[src/rtl/fpu_pkg.sv]
// Shared widths, constants, FSM encoding and flag positions for the
// sequential single-precision multiplier.
package fpu_pkg;

  localparam int unsigned EXP_W  = 8;
  localparam int unsigned MAN_W  = 23;
  localparam int unsigned PROD_W = 48;
  localparam int unsigned FP_W   = 1 + EXP_W + MAN_W;
  localparam int unsigned SIG_W  = MAN_W + 1;
  localparam int unsigned XEXP_W = 10;
  localparam int unsigned FLAG_W = 4;

  localparam int BIAS = 127;

  localparam logic [FP_W-1:0] QNAN = 32'h7FC0_0000;

  // Flag vector is {invalid, overflow, underflow, inexact}
  localparam int unsigned FLAG_NV = 3;
  localparam int unsigned FLAG_OF = 2;
  localparam int unsigned FLAG_UF = 1;
  localparam int unsigned FLAG_NX = 0;

  typedef enum logic [2:0] {
    ST_IDLE = 3'd0,
    ST_MUL  = 3'd1,
    ST_NORM = 3'd2,
    ST_RND  = 3'd3,
    ST_DONE = 3'd4
  } state_t;

  // Leading-zero count of a 25-bit window; returns 25 for an all-zero input.
  function automatic logic [4:0] lzc25(input logic [24:0] x);
    logic [4:0] n;
    logic       hit;
    n   = '0;
    hit = 1'b0;
    for (int unsigned i = 0; i < 25; i++) begin
      if (!hit) begin
        if (x[24-i]) hit = 1'b1;
        else         n   = n + 5'd1;
      end
    end
    return n;
  endfunction

endpackage

[src/rtl/fmul_seq_ctrl_norm.sv]
// Leading-zero normalization unit: takes the top 26 bits of the mantissa
// product and returns a 25-bit normalized window (24-bit mantissa + guard),
// the product-overflow indication and the left-shift amount.
module fmul_seq_ctrl_norm
  import fpu_pkg::*;
(
  input  logic [25:0] win,
  output logic [24:0] norm,
  output logic        ovf,
  output logic [4:0]  shl
);

  // Overflowed products drop one bit on the right; otherwise shift left.
  always_comb begin
    ovf  = win[25];
    shl  = ovf ? 5'd0 : lzc25(win[24:0]);
    norm = ovf ? win[25:1] : (win[24:0] << shl);
  end

endmodule

[src/rtl/fmul_seq_ctrl.sv]
// Sequential IEEE-754 single-precision multiplier controller.
// FSM IDLE -> MUL -> NORM -> RND -> DONE, special operands go IDLE -> DONE.
// Optional FMUL_SUBNORM_EN: process subnormal inputs/outputs; without it,
// subnormal inputs act as zero and tiny results flush to signed zero.
module fmul_seq_ctrl
  import fpu_pkg::*;
(
  input  logic              clk,
  input  logic              rst,
  input  logic              in_valid,
  output logic              in_ready,
  input  logic [FP_W-1:0]   op_a,
  input  logic [FP_W-1:0]   op_b,
  output logic              out_valid,
  input  logic              out_ready,
  output logic [FP_W-1:0]   result,
  output logic [FLAG_W-1:0] flags
);

  state_t                    state;
  logic [FP_W-1:0]           op_a_q, op_b_q;
  logic                      sign_q;
  logic signed [XEXP_W-1:0]  exp_q;
  logic [PROD_W-1:0]         prod_q;
  logic [SIG_W-1:0]          mant24_q;
  logic                      guard_q, sticky_q;

  // ---------------- special-operand decode on the input ports
  logic              a_nan, b_nan, a_inf, b_inf, a_zero, b_zero, sp_hit;
  logic [FP_W-1:0]   sp_res;
  logic [FLAG_W-1:0] sp_flg;

  // Classify operands at accept time and resolve the special result.
  always_comb begin
    a_nan = (&op_a[30:23]) &  (|op_a[22:0]);
    b_nan = (&op_b[30:23]) &  (|op_b[22:0]);
    a_inf = (&op_a[30:23]) & ~(|op_a[22:0]);
    b_inf = (&op_b[30:23]) & ~(|op_b[22:0]);
`ifdef FMUL_SUBNORM_EN
    a_zero = (op_a[30:0] == '0);
    b_zero = (op_b[30:0] == '0);
`else
    a_zero = (op_a[30:23] == '0);
    b_zero = (op_b[30:23] == '0);
`endif
    sp_hit = a_nan | b_nan | a_inf | b_inf | a_zero | b_zero;
    sp_flg = '0;
    if (a_nan | b_nan | (a_inf & b_zero) | (a_zero & b_inf)) begin
      sp_res          = QNAN;
      sp_flg[FLAG_NV] = 1'b1;
    end else if (a_inf | b_inf) begin
      sp_res = {op_a[31] ^ op_b[31], 8'hFF, 23'd0};
    end else begin
      sp_res = {op_a[31] ^ op_b[31], 31'd0};
    end
  end

  // ---------------- MUL stage datapath
  logic                 hid_a, hid_b;
  logic [EXP_W-1:0]     ea_eff, eb_eff;
  logic [PROD_W-1:0]    m_prod;
  logic [XEXP_W-1:0]    m_exp;

  // Subnormal operands carry hidden=0 with an effective exponent of 1.
  always_comb begin
    hid_a  = |op_a_q[30:23];
    hid_b  = |op_b_q[30:23];
    ea_eff = hid_a ? op_a_q[30:23] : 8'd1;
    eb_eff = hid_b ? op_b_q[30:23] : 8'd1;
    m_prod = PROD_W'({hid_a, op_a_q[22:0]}) * PROD_W'({hid_b, op_b_q[22:0]});
    m_exp  = {2'b00, ea_eff} + {2'b00, eb_eff} - 10'(BIAS);
  end

  // ---------------- NORM stage datapath
  logic [24:0]              norm_out;
  logic                     norm_ovf;
  logic [4:0]               norm_shl;
  logic [SIG_W-1:0]         n_mant;
  logic                     n_guard, n_sticky;
  logic signed [XEXP_W-1:0] n_exp;
`ifdef FMUL_SUBNORM_EN
  logic [PROD_W-1:0]        n_shifted;
`endif

  fmul_seq_ctrl_norm u_norm (
    .win  (prod_q[47:22]),
    .norm (norm_out),
    .ovf  (norm_ovf),
    .shl  (norm_shl)
  );

  // Split the normalized window into mantissa, guard and sticky.
  always_comb begin
    n_mant   = norm_out[24:1];
    n_guard  = norm_out[0];
    n_sticky = (norm_ovf & prod_q[22]) | (|prod_q[21:0]);
`ifdef FMUL_SUBNORM_EN
    // A left shift pulls bits from below the 26-bit window, so re-slice
    // the full shifted product rather than trusting the window alone.
    n_shifted = prod_q << norm_shl;
    if (norm_shl != '0) begin
      n_mant   = n_shifted[46:23];
      n_guard  = n_shifted[22];
      n_sticky = |n_shifted[21:0];
    end
`endif
    n_exp = exp_q + 10'(norm_ovf) - 10'(norm_shl);
  end

  // ---------------- RND stage datapath
  logic                     round_up;
  logic [24:0]              r_sum;
  logic [22:0]              r_frac;
  logic signed [XEXP_W-1:0] r_exp;
  logic [FP_W-1:0]          r_res;
  logic [FLAG_W-1:0]        r_flg;
`ifdef FMUL_SUBNORM_EN
  logic [XEXP_W-1:0]        d_sh;
  logic [24:0]              d_v, d_vs, d_lost;
  logic [SIG_W-1:0]         d_mant, d_sum;
  logic                     d_guard, d_sticky, d_ru;
`endif

  // Round-to-nearest-even, overflow to Inf, tiny results per build option.
  always_comb begin
    round_up = guard_q & (sticky_q | mant24_q[0]);
    r_sum    = {1'b0, mant24_q} + 25'(round_up);
    r_frac   = r_sum[24] ? r_sum[23:1] : r_sum[22:0];
    r_exp    = exp_q + 10'(r_sum[24]);
    r_res    = '0;
    r_flg    = '0;
`ifdef FMUL_SUBNORM_EN
    d_sh     = 10'sd1 - exp_q;
    d_v      = {mant24_q, guard_q};
    if (d_sh >= 10'd25) begin
      d_vs   = '0;
      d_lost = d_v;
    end else begin
      d_vs   = d_v >> d_sh[4:0];
      d_lost = d_v & ((25'd1 << d_sh[4:0]) - 25'd1);
    end
    d_mant   = d_vs[24:1];
    d_guard  = d_vs[0];
    d_sticky = sticky_q | (|d_lost);
    d_ru     = d_guard & (d_sticky | d_mant[0]);
    d_sum    = d_mant + 24'(d_ru);
`endif
    if (exp_q <= 10'sd0) begin
`ifdef FMUL_SUBNORM_EN
      // d_sum[23] set means rounding carried into the smallest normal.
      r_res          = {sign_q, 7'd0, d_sum};
      r_flg[FLAG_NX] = d_guard | d_sticky;
      r_flg[FLAG_UF] = d_guard | d_sticky;
`else
      r_res          = {sign_q, 31'd0};
      r_flg[FLAG_UF] = 1'b1;
      r_flg[FLAG_NX] = 1'b1;
`endif
    end else if (r_exp >= 10'sd255) begin
      r_res          = {sign_q, 8'hFF, 23'd0};
      r_flg[FLAG_OF] = 1'b1;
      r_flg[FLAG_NX] = 1'b1;
    end else begin
      r_res          = {sign_q, r_exp[7:0], r_frac};
      r_flg[FLAG_NX] = guard_q | sticky_q;
    end
  end

  // Control FSM with registered handshake and result outputs.
  always_ff @(posedge clk) begin
    if (rst) begin
      state     <= ST_IDLE;
      in_ready  <= 1'b1;
      out_valid <= 1'b0;
      result    <= '0;
      flags     <= '0;
      op_a_q    <= '0;
      op_b_q    <= '0;
      sign_q    <= 1'b0;
      exp_q     <= '0;
      prod_q    <= '0;
      mant24_q  <= '0;
      guard_q   <= 1'b0;
      sticky_q  <= 1'b0;
    end else begin
      case (state)
        ST_IDLE: begin
          if (in_valid) begin
            op_a_q   <= op_a;
            op_b_q   <= op_b;
            in_ready <= 1'b0;
            if (sp_hit) begin
              result    <= sp_res;
              flags     <= sp_flg;
              out_valid <= 1'b1;
              state     <= ST_DONE;
            end else begin
              state <= ST_MUL;
            end
          end
        end
        ST_MUL: begin
          sign_q <= op_a_q[31] ^ op_b_q[31];
          exp_q  <= m_exp;
          prod_q <= m_prod;
          state  <= ST_NORM;
        end
        ST_NORM: begin
          mant24_q <= n_mant;
          guard_q  <= n_guard;
          sticky_q <= n_sticky;
          exp_q    <= n_exp;
          state    <= ST_RND;
        end
        ST_RND: begin
          result    <= r_res;
          flags     <= r_flg;
          out_valid <= 1'b1;
          state     <= ST_DONE;
        end
        ST_DONE: begin
          if (out_ready) begin
            out_valid <= 1'b0;
            in_ready  <= 1'b1;
            state     <= ST_IDLE;
          end
        end
        default: begin
          state     <= ST_IDLE;
          in_ready  <= 1'b1;
          out_valid <= 1'b0;
        end
      endcase
    end
  end

endmodule

[config.mk]
export PLATFORM = sky130hd
export DESIGN_NAME = fmul_seq_ctrl
export DESIGN_NICKNAME = d
export VERILOG_FILES = /design/src/rtl/fpu_pkg.sv /design/src/rtl/fmul_seq_ctrl_norm.sv /design/src/rtl/fmul_seq_ctrl.sv
export SDC_FILE = /design/constraint.sdc
export NUM_CORES = 2
export LEC_CHECK = 0
export ABC_AREA = 1
export CORE_MARGIN = 5
export CORE_UTILIZATION = 70
export CTS_BUF_LIST = sky130_fd_sc_hd__clkbuf_8
export DETAILED_ROUTE_END_ITERATION = 10
export PLACE_DENSITY = 0.87
export SYNTH_ARGS = -nofsm -noshare
export SYNTH_HDL_FRONTEND = slang
export SYNTH_SLANG_ARGS = --single-unit
[constraint.sdc]
create_clock -name clk -period 24.7 [get_ports clk]
set_clock_uncertainty 0.1 [all_clocks]
set_input_delay 4.94 -clock clk [delete_from_list [all_inputs] [get_ports clk]]
set_output_delay 4.94 -clock clk [all_outputs]
set_load 0.03 [all_outputs]
Word level (Yosys, flattened, before mapping)
Index checks and enable logic that the tools add are counted.
Storage, ports and cells
  input port bits: 68
  register bits: 190
  output and inout bits: 38
  logic and storage cells: 227
Operators by class
  multipliers: 1
  add/sub/neg operators: 30
  $lt $le $gt $ge: 2
  muxes and demuxes: 129
  equality and inequality tests: 7
  reductions and logical operators: 19
  bitwise logic cells: 25
  shift operators: 1
Operator list (number)
  $mux 5: 49
  $add 5x1->5 const B: 23
  $mux 32: 3
  $mux 31: 3
  $pmux 32 s2: 1
  $mux 1: 59
  $mul 24x24->48: 1
  $reduce_or 23->1: 2
  $add 24x1->25: 1
  $mux 25: 1
  $shl 25x5->25: 1
  $mux 23: 1
  $reduce_or 22->1: 1
  $add 10x1->10: 2
  $pmux 10 s2: 1
  $logic_not 8->1: 2
  $mux 8: 2
  $reduce_and 8->1: 2
  $reduce_or 8->1: 2
  $pmux 3 s5: 1
  $or 1x1->1: 11
  $ge 10x9->1 const B: 1
  $le 10x1->1 const B: 1
  $sub 10x5->10: 1
  other kinds (22): 42

Logic depth before layout (Yosys ltp)
  depth after elaboration: 76
  depth in mapped cells: 102
  mapped depth without buffers: 100

Hierarchy
A second synthesis with hierarchy kept.
Unflattened totals
  cell total of the unflattened synthesis: 4619
  area total of the unflattened synthesis: 32535.0 sq um
By module, submodules not included
  fmul_seq_ctrl: seq. area each 3803.6 sq um, area each 28866.4 sq um, cells each 3916, times used 1
  fmul_seq_ctrl_norm: seq. area each 0.0 sq um, area each 3668.5 sq um, cells each 703, times used 1

Worst setup path before layout
No wires, ideal clock.
  path type: register -> register
  from: reg prod_q[45]
  to: reg exp_q[9]
  required time: 24.467 ns
  arrival: 13.653 ns
  clock period less this slack: 13.886 ns
  path buffers: 2
  stages on the path, launching flop included: 103
  setup time: 0.133 ns
  path slack: 10.814 ns
  cell sequence: dfxtp_1 > inv_1 > a21oi_1 > ha_1 > o21ai_0 > inv_1 > ha_1 > o21ai_0 > inv_1 > ha_1 > o21ai_0 > a21boi_0 > ha_1 > nand2_1 > nand2_1 > nand2_1 > inv_1 > ha_1 > [... 67 more ...] > ha_1 > ha_1 > inv_1 > nor2_1 > nor2_1 > o21ai_0 > inv_1 > nor2_1 > nor2_1 > nor2_1 > nor2_1 > nor2_1 > nor2_1 > nor2_1 > nor2_1 > xor2_1 > nand2_1 > a31oi_1
On the way
  word-level cells in the longest chain between the ends: 74
  elaborated cells between the ends (all ways): 98
  those cells by class: 24 x add/sub; 74 x mux
Ends and longest elaborated chain
  start: declaration: RTL line fmul_seq_ctrl.sv:24  | logic [PROD_W-1:0] prod_q;
  start signal: assignment: RTL line fmul_seq_ctrl.sv:205  | prod_q <= m_prod;
  $mux 5: RTL line fpu_pkg.sv:39  | if (x[24-i]) hit = 1'b1;
  $mux 5: RTL line fpu_pkg.sv:38  | if (!hit) begin
  $add 5x1->5: RTL line fpu_pkg.sv:40  | else n = n + 5'd1;
  $mux 5: RTL line fpu_pkg.sv:39
  $mux 5: RTL line fpu_pkg.sv:38
  $add 5x1->5: RTL line fpu_pkg.sv:40
  $mux 5: RTL line fpu_pkg.sv:39
  $mux 5: RTL line fpu_pkg.sv:38
  [... 58 more ...]
  $mux 5: RTL line fpu_pkg.sv:39
  $mux 5: RTL line fpu_pkg.sv:38
  $add 5x1->5: RTL line fpu_pkg.sv:40
  $mux 5: RTL line fpu_pkg.sv:39
  $mux 5 (*): RTL line fpu_pkg.sv:38
  $mux 5 (*): RTL line fmul_seq_ctrl_norm.sv:16  | shl = ovf ? 5'd0 : lzc25(win[24:0]);
  $sub 10x5->10 (*): RTL line fmul_seq_ctrl.sv:107  | n_exp = exp_q + 10'(norm_ovf) - 10'(norm_shl);
  $pmux 10 s2 (*): RTL line fmul_seq_ctrl.sv:186  | case (state)
  end signal: assignment: RTL line fmul_seq_ctrl.sv:204  | exp_q <= m_exp;
  end signal: assignment: RTL line fmul_seq_ctrl.sv:212  | exp_q <= n_exp;
  end: declaration: RTL line fmul_seq_ctrl.sv:23  | logic signed [XEXP_W-1:0] exp_q;
Every way passes the cells marked *; elsewhere a longest branch is shown, timed or not.
A chain may end at the register's enable or synchronous reset.

Final worst setup path
Same ends and word-level chain as after synthesis.

==> summary.md <==
| Metric | Value |
|---|---|
| Post_cts resized | 0 |
| IO Port Bufs | 105 |
| Gr usage total | 36.4% |
| Total CTS buffers | 17 |
| Arr. time, crit path | 15.96 ns |
| Worst Setup Slack, final | 9.09 ns |
| Mapped cell area | 31000 um^2 |
| Syn Nets | 5000 |
| Nets | 4963 |
| CTS max path bufs | 2 |
| Worst-path clk slew | 0.11 ns |
| R2R Setup Slk | 9.09 ns |
| Setup Viol. Count Final | 0 |
| H-tree depth | 4 |
| Commonest non-fill, non-tap cell in the layout | nand2_1 |
| First-pass detailed-route iteration total | 6 |
| HP Class | reg2reg |
| Residual DRC | 0 |
| Syn. warnings | 0 |
| CP endpoint | exp_q[9] |
| Die height | 221 um |
| CORE AREA | 44000 um^2 |
| Global-route wire length before repair | 141 mm |
| Crit-path slowest cell | ha_1 |
| Synthesized instance count | 4216 |
| Unique cell type count in the Yosys netlist | 64 |
| Post-synth top area cell | fa_1 |
| Clk_lat worst skew | 0.52 ns |
| Hold WS | 0.369 ns |
| Most frequent CP cell | ha_1 |
| Vias per cell | 5.73 |
| Worst-Margin Slew | 1.29 ns |
| TNS Setup | 0 ns |
| # rows | 77 |
| Asr flop ratio synth | 0% |
| Reg-to-Reg Start | prod_q[45] |
| Vias in the first global route | 27800 |
| DIE AREA | 48700 um^2 |
| Sequential area share after synthesis | 12.3% |
| Most area-consuming cells after synthesis | fa_1 (31%), nand2_1 (13%), dfxtp_1 (12%), inv_1 (12%), ha_1 (9.3%) |
| Worst slew margin | 13.8% |
| Clock tree from TritonCTS | done |
| Pin count of the biggest net entering global routing | 97 |
| Max-slew violation count | 0 |
| Sinks on Clock Net | 190 |
| CP Launch Type | flop |
| Via count | 27400 |
| ANT nets after route | 0 |
| Starting Density | 70.5% |
| Initial DRC Count | 2601 |
| Initial antenna violation count | 2 |
| Synth Area per Inst | 7.36 um^2 |
| Fin crit share | 63.2% |
| Max Cap Violations | 0 |
| Post-synth EDFFs | 0 |
| Hold Fails Final Rpt | 0 |
| Yosys top cell area share | 31.2% |
| Placement Setup Slack | 9.22 ns |
| CTS root buf | clkbuf_8 |
| Max FO, Critical Path | 20 |
| Type of the worst setup path | reg2reg |
| Max incr delay on CP | 0.44 ns |
| Worst reg-to-reg path cell count | 100 |
| Most frequent cells in the layout | nand2_1 (1034), inv_1 (962), fa_1 (484) |
| CP endpoint kind | flop |
| Layout cells sized above 1 | 4.20% |
| RSZ-0062 raised after global routing | false |
| Area grow syn2layout | 5.61% |
| Fin crit period | 15.61 ns |
| Post-CTS setup buffers | 0 |
| Final design utilization | 74.5% |
| IO Pins | 106 |
| Synth Flop Type | dfxtp_1 |
| Hold-fix buffers, CTS | 0 |
| Max frequency | 0.0640 GHz |
| Wirelength, routed | 87.2 mm |
| Final RePlAce weighted congestion | 0.985 |
| Critical path required time | 25.04 ns |
| Outcome | finished, final reports clean |
| Worst setup startpoint | prod_q[45] |
| Die Wd | 221 um |
| WL/cell | 18.2 um |
| Synthesized flop and latch total | 190 |
| GRT overflow | 0 |
| HPWL Detailed | 64.4 mm |
| RR Endpoint | exp_q[9] |
-- metrics by stage --
step,cells,cell area [um^2]
2_1_floorplan,4216,31000
3_3_place_gp,4752,32300
3_5_place_dp,4752,32300
4_1_cts,4784,32800
5_1_grt,4784,32800
6_report,4787,32800
-- critical path, delay by kind of cell (launching register included) --
| kind | cells | cell delay, ns |
|---|---|---|
| fa+ha+maj | 23 | 6.32 |
| simple gates | 40 | 4.63 |
| compound gates | 17 | 2.69 |
| buf+inv | 19 | 1.22 |
| flops | 1 | 0.43 |
| xor+xnor | 1 | 0.12 |
-- registers in the layout, indices dropped and copies added (netlist names), 3 cells and up --
signal and cells:
prod_q 48, op_a_q 32, op_b_q 32, result 32, mant24_q 24, exp_q 10
flags 4, state 3
-- routing by layer --
layer	part of all wire (%)	routed length (um)	vias up	global-route usage [%]
li1	-	-	12600	-
met1	37	32200	12900	46.8
met2	46	40300	1552	60.1
met3	11	9750	365	7.61
met4	5.6	4860	4	16.0
met5	0.029	25	-	0
-- cells in the mapped netlist (all sizes together), types with 2 or more instances --
cell and number:
a2111oi 2, a211oi 3, a21oi 242, a221oi 2, a31oi 13, a41oi 3
and2 2, buf 22, clkbuf 196, clkinv 7, dfxtp 190, fa 484
ha 232, inv 987, nand2 1051, nand3 153, nand3b 5, nand4 52
nor2 183, nor3 17, nor3b 3, nor4 18, o2111ai 2, o211ai 11
o21a 11, o21ai 200, o21bai 13, o221ai 4, o22ai 2, o2bb2ai 4
o31ai 3, o41ai 2, or2 7, xnor2 24, xor2 59
-- logic make-up after synthesis --
logic type	after synthesis	synth area share [%]
and+or+nand+nor	1493	20.6
buffers and inverters	1213	15.1
adders and majority gates	716	40.6
AOI/OAI and AO/OA	521	9.15
DFF	190	12.3
xor gates and xnor gates	83	2.37
-- layout make-up --
type                       count  area [um^2]
inverter                     994         3740
antenna                        3         7.51
multi-input combinational   2813        22600
sequential                   190         3800
timing repair buffer         163         1480
clock buffer                  18          248
fill                        3321        11200
clock inverter                14          191
tap                          592          741
-- how the worst min path moves through the flow --
stage | from | to | slack (ns) | cells past startpoint
6_report | result[21] | result[21] | 0.37 | 2
4_1_cts | prod_q[4] | prod_q[4] | 0.37 | 2
3_5_place_dp | prod_q[4] | prod_q[4] | 0.35 | 2
3_3_place_gp | prod_q[3] | prod_q[3] | 0.34 | 2
2_1_floorplan | prod_q[2] | prod_q[2] | 0.33 | 2
5_1_grt | result[16] | result[16] | 0.38 | 2
Power is not shown: default switching activity piles up to over one toggle a cycle in this logic, so the estimate is an artifact.
